[src/rtl/alarm_clock_pkg.sv]
// Shared definitions for the alarm clock controller: mode encodings,
// time-of-day limits, button indices and the commit clamp helpers.
package alarm_clock_pkg;

  typedef enum logic [1:0] {
    CLOCK   = 2'b00,
    ADJUST  = 2'b01,
    RINGING = 2'b10,
    SNOOZE  = 2'b11
  } state_e;

  localparam logic [4:0] MAX_HOURS   = 5'd23;
  localparam logic [5:0] MAX_MINUTES = 6'd59;
  localparam logic [5:0] MAX_SECONDS = 6'd59;

  localparam int BTN_CENTER = 0;
  localparam int BTN_LEFT   = 1;
  localparam int BTN_RIGHT  = 2;
  localparam int BTN_UP     = 3;
  localparam int BTN_DOWN   = 4;

  // Out-of-range hours from the adjust datapath saturate at 23.
  function automatic logic [4:0] clamp_hours(input logic [4:0] h);
    if (h > MAX_HOURS) begin
      return MAX_HOURS;
    end else begin
      return h;
    end
  endfunction

  // Out-of-range minutes from the adjust datapath saturate at 59.
  function automatic logic [5:0] clamp_minutes(input logic [5:0] m);
    if (m > MAX_MINUTES) begin
      return MAX_MINUTES;
    end else begin
      return m;
    end
  endfunction

endpackage

[src/rtl/alarm_clock_controller_time_of_day_counter.sv]
// hh:mm:ss time-of-day counter. Advances on tick while enabled, wraps
// 23:59:59 -> 00:00:00, and supports a synchronous load of hh:mm that
// clears the seconds. The post-tick value is exported so the owner can
// detect a match on the exact tick that produces it.
module time_of_day_counter
  import alarm_clock_pkg::*;
(
  input  logic       clk,
  input  logic       rst_n,
  input  logic       en,
  input  logic       tick,
  input  logic       load,
  input  logic [4:0] load_hours,
  input  logic [5:0] load_minutes,
  output logic [4:0] hours,
  output logic [5:0] minutes,
  output logic [5:0] seconds,
  output logic [4:0] next_hours,
  output logic [5:0] next_minutes,
  output logic [5:0] next_seconds
);

  logic [4:0] hours_q,   hours_d;
  logic [5:0] minutes_q, minutes_d;
  logic [5:0] seconds_q, seconds_d;

  // Value the counter takes after one tick, including the rollover chain.
  always_comb begin
    next_seconds = seconds_q;
    next_minutes = minutes_q;
    next_hours   = hours_q;
    if (seconds_q >= MAX_SECONDS) begin
      next_seconds = 6'd0;
      if (minutes_q >= MAX_MINUTES) begin
        next_minutes = 6'd0;
        if (hours_q >= MAX_HOURS) begin
          next_hours = 5'd0;
        end else begin
          next_hours = hours_q + 5'd1;
        end
      end else begin
        next_minutes = minutes_q + 6'd1;
      end
    end else begin
      next_seconds = seconds_q + 6'd1;
    end
  end

  // Load has priority over counting; ticks are dropped while disabled.
  always_comb begin
    hours_d   = hours_q;
    minutes_d = minutes_q;
    seconds_d = seconds_q;
    if (load) begin
      hours_d   = load_hours;
      minutes_d = load_minutes;
      seconds_d = 6'd0;
    end else if (en && tick) begin
      hours_d   = next_hours;
      minutes_d = next_minutes;
      seconds_d = next_seconds;
    end else begin
      hours_d   = hours_q;
      minutes_d = minutes_q;
      seconds_d = seconds_q;
    end
  end

  // Time-of-day registers.
  always_ff @(posedge clk or negedge rst_n) begin
    if (!rst_n) begin
      hours_q   <= 5'd0;
      minutes_q <= 6'd0;
      seconds_q <= 6'd0;
    end else begin
      hours_q   <= hours_d;
      minutes_q <= minutes_d;
      seconds_q <= seconds_d;
    end
  end

  assign hours   = hours_q;
  assign minutes = minutes_q;
  assign seconds = seconds_q;

endmodule

[src/rtl/alarm_clock_controller.sv]
// Alarm clock mode controller: keeps time of day and the alarm, drives the
// adjust datapath (enable / preload / commit) and the buzzer.
// Optional macro SNOOZE_EN adds the SNOOZE state (up button while ringing).
module alarm_clock_controller
  import alarm_clock_pkg::*;
#(
  parameter int RING_SECONDS   = 60,
  parameter int SNOOZE_MINUTES = 5
) (
  input  logic       clk,
  input  logic       reset,
  input  logic       tick_1hz,
  input  logic [4:0] button_out,
  input  logic [1:0] adjusted,
  input  logic [4:0] adj_time_hours,
  input  logic [5:0] adj_time_minutes,
  input  logic [4:0] adj_alarm_hours,
  input  logic [5:0] adj_alarm_minutes,
  output logic       adj_enable,
  output logic       adj_load,
  output logic [4:0] time_hours,
  output logic [5:0] time_minutes,
  output logic [5:0] time_seconds,
  output logic [4:0] alarm_hours,
  output logic [5:0] alarm_minutes,
  output logic       alarm_armed,
  output logic       buzzer,
  output logic [1:0] mode_led
);

  if (RING_SECONDS < 1 || RING_SECONDS > 255) begin : g_bad_ring_seconds
    $error("RING_SECONDS must be in 1..255");
  end
  if (SNOOZE_MINUTES < 1 || SNOOZE_MINUTES > 59) begin : g_bad_snooze_minutes
    $error("SNOOZE_MINUTES must be in 1..59");
  end

  localparam logic [8:0] RING_LIMIT = 9'(RING_SECONDS);

  // Buttons that end ringing; with snooze the up button is taken out.
`ifdef SNOOZE_EN
  localparam logic [4:0] DISMISS_MASK = (5'd1 << BTN_CENTER) | (5'd1 << BTN_LEFT) |
                                        (5'd1 << BTN_RIGHT)  | (5'd1 << BTN_DOWN);
  localparam logic [11:0] SNOOZE_TICKS = 12'(SNOOZE_MINUTES * 60);
  logic [11:0] snooze_cnt_q, snooze_cnt_d;
  logic [11:0] snooze_next_s;
`else
  localparam logic [4:0] DISMISS_MASK = (5'd1 << BTN_CENTER) | (5'd1 << BTN_LEFT) |
                                        (5'd1 << BTN_RIGHT)  | (5'd1 << BTN_UP) |
                                        (5'd1 << BTN_DOWN);
`endif

  state_e     state_q, state_d;
  logic [7:0] ring_cnt_q, ring_cnt_d;
  logic [8:0] ring_next_s;
  logic [4:0] alarm_hours_q, alarm_hours_d;
  logic [5:0] alarm_minutes_q, alarm_minutes_d;
  logic       alarm_armed_q, alarm_armed_d;
  logic       adj_enable_q, adj_enable_d;
  logic       adj_load_q, adj_load_d;
  logic       buzzer_q, buzzer_d;
  logic [1:0] mode_led_q, mode_led_d;

  logic       tod_en_s, tod_load_s, match_s;
  logic [4:0] tod_hours_s, tod_next_hours_s;
  logic [5:0] tod_minutes_s, tod_next_minutes_s;
  logic [5:0] tod_seconds_s, tod_next_seconds_s;

  // Time freezes while the user is adjusting.
  assign tod_en_s = (state_q != ADJUST);

  time_of_day_counter u_tod (
    .clk          (clk),
    .rst_n        (reset),
    .en           (tod_en_s),
    .tick         (tick_1hz),
    .load         (tod_load_s),
    .load_hours   (clamp_hours(adj_time_hours)),
    .load_minutes (clamp_minutes(adj_time_minutes)),
    .hours        (tod_hours_s),
    .minutes      (tod_minutes_s),
    .seconds      (tod_seconds_s),
    .next_hours   (tod_next_hours_s),
    .next_minutes (tod_next_minutes_s),
    .next_seconds (tod_next_seconds_s)
  );

  // Only a tick landing on hh:mm:00 can fire the alarm, never a load.
  assign match_s = tick_1hz && alarm_armed_q && (tod_next_seconds_s == 6'd0) &&
                   (tod_next_hours_s == alarm_hours_q) &&
                   (tod_next_minutes_s == alarm_minutes_q);

  assign ring_next_s = {1'b0, ring_cnt_q} + 9'd1;

  // Next-state, commit and registered-output decode for the mode FSM.
  always_comb begin
    state_d         = state_q;
    ring_cnt_d      = ring_cnt_q;
    alarm_hours_d   = alarm_hours_q;
    alarm_minutes_d = alarm_minutes_q;
    alarm_armed_d   = alarm_armed_q;
    tod_load_s      = 1'b0;
`ifdef SNOOZE_EN
    snooze_cnt_d    = snooze_cnt_q;
    snooze_next_s   = snooze_cnt_q + 12'd1;
`endif
    case (state_q)
      CLOCK: begin
        if (match_s) begin
          state_d    = RINGING;
          ring_cnt_d = 8'd0;
        end else if (button_out[BTN_CENTER]) begin
          state_d = ADJUST;
        end else begin
          state_d = CLOCK;
        end
      end
      ADJUST: begin
        if (button_out[BTN_CENTER]) begin
          state_d    = CLOCK;
          tod_load_s = adjusted[0];
          if (adjusted[1]) begin
            alarm_hours_d   = clamp_hours(adj_alarm_hours);
            alarm_minutes_d = clamp_minutes(adj_alarm_minutes);
            alarm_armed_d   = 1'b1;
          end else begin
            alarm_armed_d   = alarm_armed_q;
          end
        end else begin
          state_d = ADJUST;
        end
      end
      RINGING: begin
        if (tick_1hz) begin
          ring_cnt_d = ring_next_s[7:0];
        end else begin
          ring_cnt_d = ring_cnt_q;
        end
        if (|(button_out & DISMISS_MASK)) begin
          state_d = CLOCK;
`ifdef SNOOZE_EN
        end else if (button_out[BTN_UP]) begin
          state_d      = SNOOZE;
          snooze_cnt_d = 12'd0;
`endif
        end else if (tick_1hz && (ring_next_s >= RING_LIMIT)) begin
          state_d = CLOCK;
        end else begin
          state_d = RINGING;
        end
      end
      SNOOZE: begin
`ifdef SNOOZE_EN
        if (button_out[BTN_CENTER]) begin
          state_d = CLOCK;
        end else if (tick_1hz) begin
          if (snooze_next_s >= SNOOZE_TICKS) begin
            state_d      = RINGING;
            ring_cnt_d   = 8'd0;
            snooze_cnt_d = 12'd0;
          end else begin
            state_d      = SNOOZE;
            snooze_cnt_d = snooze_next_s;
          end
        end else begin
          state_d = SNOOZE;
        end
`else
        state_d = CLOCK;
`endif
      end
      default: begin
        state_d = CLOCK;
      end
    endcase

    adj_enable_d = (state_d == ADJUST);
    adj_load_d   = (state_q == CLOCK) && (state_d == ADJUST);
    buzzer_d     = (state_d == RINGING);
    mode_led_d   = state_d;
  end

  // Mode state, alarm storage, counters and registered outputs.
  always_ff @(posedge clk or negedge reset) begin
    if (!reset) begin
      state_q         <= CLOCK;
      ring_cnt_q      <= 8'd0;
      alarm_hours_q   <= 5'd0;
      alarm_minutes_q <= 6'd0;
      alarm_armed_q   <= 1'b0;
      adj_enable_q    <= 1'b0;
      adj_load_q      <= 1'b0;
      buzzer_q        <= 1'b0;
      mode_led_q      <= 2'b00;
    end else begin
      state_q         <= state_d;
      ring_cnt_q      <= ring_cnt_d;
      alarm_hours_q   <= alarm_hours_d;
      alarm_minutes_q <= alarm_minutes_d;
      alarm_armed_q   <= alarm_armed_d;
      adj_enable_q    <= adj_enable_d;
      adj_load_q      <= adj_load_d;
      buzzer_q        <= buzzer_d;
      mode_led_q      <= mode_led_d;
    end
  end

`ifdef SNOOZE_EN
  // Snooze tick counter.
  always_ff @(posedge clk or negedge reset) begin
    if (!reset) begin
      snooze_cnt_q <= 12'd0;
    end else begin
      snooze_cnt_q <= snooze_cnt_d;
    end
  end
`endif

  assign adj_enable    = adj_enable_q;
  assign adj_load      = adj_load_q;
  assign time_hours    = tod_hours_s;
  assign time_minutes  = tod_minutes_s;
  assign time_seconds  = tod_seconds_s;
  assign alarm_hours   = alarm_hours_q;
  assign alarm_minutes = alarm_minutes_q;
  assign alarm_armed   = alarm_armed_q;
  assign buzzer        = buzzer_q;
  assign mode_led      = mode_led_q;

endmodule

[config.mk]
export PLATFORM = sky130hd
export DESIGN_NAME = alarm_clock_controller
export DESIGN_NICKNAME = d
export VERILOG_FILES = /design/src/rtl/alarm_clock_pkg.sv /design/src/rtl/alarm_clock_controller_time_of_day_counter.sv /design/src/rtl/alarm_clock_controller.sv
export SDC_FILE = /design/constraint.sdc
export NUM_CORES = 1
export LEC_CHECK = 0
export ABC_AREA = 1
export ABC_CLOCK_PERIOD_IN_PS = 2850
export CAP_MARGIN = 30
export CORE_MARGIN = 2
export CORE_UTILIZATION = 35
export CTS_CLUSTER_DIAMETER = 100
export CTS_CLUSTER_SIZE = 25
export DETAILED_ROUTE_END_ITERATION = 12
export PLACE_DENSITY = 0.68
export SLEW_MARGIN = 20
export SYNTH_ARGS = -nofsm -noshare
export SYNTH_HDL_FRONTEND = slang
export SYNTH_SLANG_ARGS = --single-unit
[constraint.sdc]
create_clock -name clk -period 2.85 [get_ports clk]
set_clock_uncertainty 0.15 [all_clocks]
set_input_delay 0.285 -clock clk [delete_from_list [all_inputs] [get_ports clk]]
set_output_delay 0.285 -clock clk [all_outputs]
set_load 0.005 [all_outputs]
# Yosys cells after proc, flatten, opt, wreduce, memory -nomap -nowiden
# Cells that the tools add are included.
[word_totals]
regBits = 42
in_bits = 32
out_inout_bits = 34
elab_cells = 74
[op_classes]
add_sub_neg = 4
n_lt_le_gt_ge = 8
n_eq_ne = 10
muxes = 27
reduce_logical = 14
[ops]
columns = ["operator", "count"]
rows = [
  ["$mux 6", 9],
  ["$mux 5", 7],
  ["$mux 8", 2],
  ["$pmux 8 s2", 1],
  ["$add 6x1->6 const B", 2],
  ["$ge 6x6->1 const B", 2],
  ["$gt 6x6->1 const B", 2],
  ["$gt 5x5->1 const B", 2],
  ["$add 8x1->9 const B", 1],
  ["$ge 9x6->1 const B", 1],
  ["$pmux 2 s4", 1],
  ["$logic_and 1x1->1", 7],
  ["$eq 2x2->1 const B", 3],
  ["$eq 6x6->1", 1],
  ["$logic_not 6->1", 1],
  ["$mux 2", 3],
  ["$reduce_and 3->1", 2],
  ["$add 5x1->5 const B", 1],
  ["$eq 5x5->1", 1],
  ["$ge 5x5->1 const B", 1],
  ["$reduce_or 5->1", 1],
  ["$eq 2x1->1 const B", 2],
  ["$mux 1", 4],
  ["$ne 2x2->1 const B", 2],
  ["3 further kinds", 4],
]

# Depth between registers and ports, before layout
[depth]
depth_word = 11
depth_mapped = 16
depth_no_buf = 15

# Cells and area by module
# From an unflattened synthesis, not the netlist that was laid out.
[unflattened]
hier_cells = 413
area_unflattened_um2 = 2732.6
[modules_own_cells]
columns = ["mod", "n_inst", "cells_each", "area_per_inst_um2", "seq_area_each_um2"]
rows = [
  ["alarm_clock_controller", 1, 229, 1541.5, 625.6],
  ["time_of_day_counter", 1, 184, 1191.1, 425.4],
]

# Least setup slack after synthesis
# No wires, ideal clock.
[synth_timing]
path_type = "flip-flop to flip-flop"
from = "reg u_tod.seconds_q[0], in the netlist u_tod.seconds[0]"
to = "reg ring_cnt_q[0]"
setup_ns = 0.118
t_arrival_ns = 1.794
required_time_ns = 2.582
path_slack_ns = 0.787
stages_incl_launch_ff = 17
path_buffers = 1
period_less_slack_ns = 2.063
path_cell_list = "dfrtp_1 ha_1 nor2_2 nor2_2 buf_6 nand2_1 nand2_1 nand2_1 nand2_1 nand2_1 nand2_1 nor2_1 nand2_2 nor2_4 nand3_4 nand3_1 nand2_1"
[synth_between]
elab_chain_cells = 8
word_cells_on_any_way = 13
classes_between = "1 x add/sub; 1 x order compare; 3 x eq/ne; 3 x mux; 5 x reduce/logical"
[synth_lines]
columns = ["element", "line", "rtl"]
rows = [
  ["start: declaration", "alarm_clock_controller_time_of_day_counter.sv:25", "logic [5:0] seconds_q, seconds_d;"],
  ["start signal: assignment", "alarm_clock_controller_time_of_day_counter.sv:78", "seconds_q <= seconds_d;"],
  ["$add 6x1->6 / $ge 6x6->1 (equally long branches)", "alarm_clock_controller_time_of_day_counter.sv:45, alarm_clock_controller_time_of_day_counter.sv:32", ""],
  ["$mux 6", "alarm_clock_controller_time_of_day_counter.sv:32", "if (seconds_q >= MAX_SECONDS) begin"],
  ["$logic_not 6->1", "alarm_clock_controller.sv:89", "assign match_s = tick_1hz && alarm_armed_q && (tod_next_seconds_s == 6'd0) &&"],
  ["$logic_and 1x1->1 (2 in a row)", "alarm_clock_controller.sv:89", ""],
  ["$logic_and 1x1->1 (*)", "alarm_clock_controller.sv:90", "(tod_next_hours_s == alarm_hours_q) &&"],
  ["$ne 2x2->1 (no line) (*)", "-", ""],
  ["$reduce_and 3->1 (no line) (*)", "-", ""],
  ["end signal: assignment", "alarm_clock_controller.sv:197", "ring_cnt_q <= ring_cnt_d;"],
  ["end: declaration", "alarm_clock_controller.sv:54", "logic [7:0] ring_cnt_q, ring_cnt_d;"],
]
# Every way passes the cells marked *; elsewhere a longest branch is shown, timed or not.
# A chain may end at the register's enable or synchronous reset.

# Worst setup path in the final report
[layout_timing]
from = "reg u_tod.seconds_q[1], in the netlist u_tod.seconds[1]"
to = "reg ring_cnt_q[1]"
# The elaborated chain is that of the path after synthesis.

==> impl_metrics.csv <==
group,metric,value,unit
outcome,outcome,"finished, final reports clean",
synth,seq_area_frac_synth,40.3,%
pwr,comb_power_share,42.2,%
synth,synth_top_cells_by_area,"dfrtp_1 40%, nand2_1 14%, nand3_1 8.6%, inv_1 7.6%, o21ai_0 3.8%",
clock_tree,cts_htree_levels,2,
pwr,cellPowerDensity,655,nW/um^2
sta,max_freq,0.401,GHz
grt,grt_pass1_wl,12.0,mm
die,dieArea,8160,um^2
finish,drive_gt1_share,9.51,%
synth,syn_area,2610,um^2
placed_design,place.gp.congestion,0.882,
critical_path,crit_path_end_kind,"flop",
synth,synthArstFlopShare,100,%
clock_tree,postCtsSetupBuffers,0,
sta,hold_violations,0,
pwr,leakagePower,1.71,nW
finish,num_antenna_cells,0,
grt,track_usage,18.0,%
sta,slew_violations,0,
pwr,p_sw,0.000885,W
route,wirelength,7.18,mm
clock_tree,cts_hold_buffers,0,
clock_tree,clock_path_buffers,2,
synth,synth-edff-count,0,
synth,ys.flop_type,"dfrtp_1",
route,drt_iter0_markers,196,
clock_tree,clockRootBuffer,"clkbuf_8",
route,dr.pass1.iters,4,
clock_tree,cts_resized,0,
critical_path,startpoint_type,"flop",
run,maxCapViolations,0,
critical_path,r2r_slack,360,ps
grt,grt-ovfl-total,0,
placed_design,hpwl,5.53,mm
clock_tree,path_clk_slew,90,ps
route,num_vias,2615,
sta,rsz0062_at_grt,"no",
sta,fin_crit,2490,ps
sta,worstMarginPinSlew,423,ps
critical_path,r2r_cells,13,
sta,min_period_over_period,87.5,%
pwr,netSwitchingFraction,38.5,%
critical_path,criticalPathCategory,"flop to flop",
route,viasPerCell,4.93,
die,die_w,90.3,um
pwr,p_int,0.00142,W
route,drc,0,
die,initial_core_util,36.1,%
critical_path,startpoint,"u_tod.seconds[1]$_DFFE_PN0P_",
die,rows,31,
grt,grt_pass1_vias,2480,
placed_design,io_buffers,65,
synth,synthDominantCellAreaShare,40.3,%
synth,ys_seq_elements,42,
clock_tree,cts_buffers,5,
critical_path,crit_required,2890,ps
synth,syn_inst,356,
die,coreArea,7210,um^2
finish,final_common_cell,"nand2_1",
critical_path,worstPathMaxFanout,10,
grt,antenna_found_initial,0,
clock_tree,clk_latency,300,ps
finish,final_cell_mix,"96 x nand2_1, 64 x clkdlybuf4s50_1, 53 x inv_1",
clock_tree,cts.sinks,42,
critical_path,crit_arrival,2530,ps
sta,slew_headroom,71.8,%
pwr,vdd.ir_drop.worst,286,uV
pwr,power_frac_seq,39.8,%
finish,area_growth,34.7,%
synth,synth_nets,393,
die,boundaryPins,66,
grt,grt_max_degree,43,
min_path,hold_path_class,"input pin to async pin",
finish,final_net_count,467,
route,antenna_left,0,
synth,yosys_warnings,0,
synth,synth_cell_type_count,31,
critical_path,r2r-start,"u_tod.seconds[1]$_DFFE_PN0P_",
sta,tns,0,ps
die,chipHeight,90.3,um
pwr,clock_power_share,18.0,%
synth,synth_top_area_cell,"dfrtp_1",
synth,synth.avg_cell_area,7.32,um^2
sta,setup_viol,0,
finish,fin_util,48.7,%
clock_tree,tritoncts,"built",
critical_path,r2r-end,"ring_cnt_q[1]$_DFFE_PN0P_",
route,post_drt_wl_per_cell,13.6,um
-- synthesized netlist by cell type, types with 2 or more instances --
cell and number:
clkbuf_1 4, nand3_1 45, nor2_4 2, nand2_2 8
o221ai_1 8, nor2_2 6, nand3b_1 2, o211ai_1 2
dfrtp_1 42, a21oi_1 4, o21ai_0 20, a31oi_1 2
nand3_2 6, nand2_1 96, nor2_1 23, nand4_1 9
ha_1 5, inv_1 53, o22ai_1 4, xor2_1 4
-- worst max-delay path, stage by stage (launching register included) --
cell and delay, ps:
dfrtp_1 450, ha_1 270, nor2_2 60, nor2_2 300, buf_4 210, nand2_1 60
nand2_1 60, nand2_1 100, xor2_1 140, nand3_1 90, nor2_2 180, nand3_4 160
nand3_1 100, nand2_1 60
-- power by group through the flow --
stage | clock network, W | logic, W | registers [W]
6_report | 0.000414 | 0.000972 | 0.000915
5_1_grt | 0.000442 | 0.00109 | 0.000941
4_1_cts | 0.000417 | 0.000973 | 0.000914
3_5_place_dp | 0 | 0.000967 | 0.000925
3_3_place_gp | 0 | 0.000959 | 0.000922
2_1_floorplan | 0 | 0.000506 | 0.000892
-- metrics by stage --
step / total power (W) / area, um^2 / hold slack (ps) / worst slack, ps / instances
floorplan: 0.00140 / 2610 / -161 / 787 / 356
global placement: 0.00188 / 3390 / 328 / 463 / 520
detailed placement: 0.00189 / 3390 / 335 / 364 / 520
CTS: 0.00230 / 3480 / 19.7 / 339 / 528
global route: 0.00247 / 3510 / 312 / 103 / 530
finish: 0.00230 / 3510 / 268 / 357 / 530
-- worst max-delay path by stage --
| stage | to | slack (ps) | cells past startpoint |
|---|---|---|---|
| floorplan | ring_cnt_q[0]$_DFFE_PN0P_ | 790 | 16 |
| global placement | ring_cnt_q[7]$_DFFE_PN0P_ | 460 | 15 |
| detailed placement | ring_cnt_q[3]$_DFFE_PN0P_ | 360 | 13 |
| CTS | ring_cnt_q[2]$_DFFE_PN0P_ | 340 | 13 |
| global route | ring_cnt_q[4]$_DFFE_PN0P_ | 100 | 14 |
| finish | ring_cnt_q[1]$_DFFE_PN0P_ | 360 | 13 |
-- cell families after synthesis --
kind of cell / count (synthesis) / synth area share [%]
AOI/OAI and AO/OA: 43 / 10.2
adders and majority gates: 5 / 2.40
DFF: 42 / 40.3
buffers and inverters: 59 / 8.78
and+or+nand+nor: 202 / 36.6
xor gates and xnor gates: 5 / 1.68
-- sequential cells by signal, summed over array words and instances (netlist names) --
register	flops
ring_cnt_q	8
u_tod.minutes	6
u_tod.seconds	6
mode_led	2
adj_load	1
u_tod.hours	5
alarm_minutes	6
alarm_armed	1
adj_enable	1
buzzer	1
alarm_hours	5
-- layout make-up --
| type | count | area [um^2] |
|---|---|---|
| clock buffer | 6 | 82.6 |
| tap | 99 | 124 |
| inverter | 54 | 203 |
| clock inverter | 2 | 12.5 |
| fill | 738 | 3700 |
| sequential | 42 | 1050 |
| timing repair buffer | 72 | 713 |
| multi-input combinational | 255 | 1330 |
-- routing by layer --
| layer | global-route usage, % | part of all wire, % | vias up |
|---|---|---|---|
| met5 | 0 | 0 | - |
| met4 | 5.13 | 1.5 | 0 |
| met3 | 2.84 | 4.3 | 11 |
| met2 | 29.6 | 47 | 77 |
| met1 | 24.7 | 48 | 1205 |
| li1 | - | - | 1322 |
Note: power is estimated with default switching activity, not from simulation.
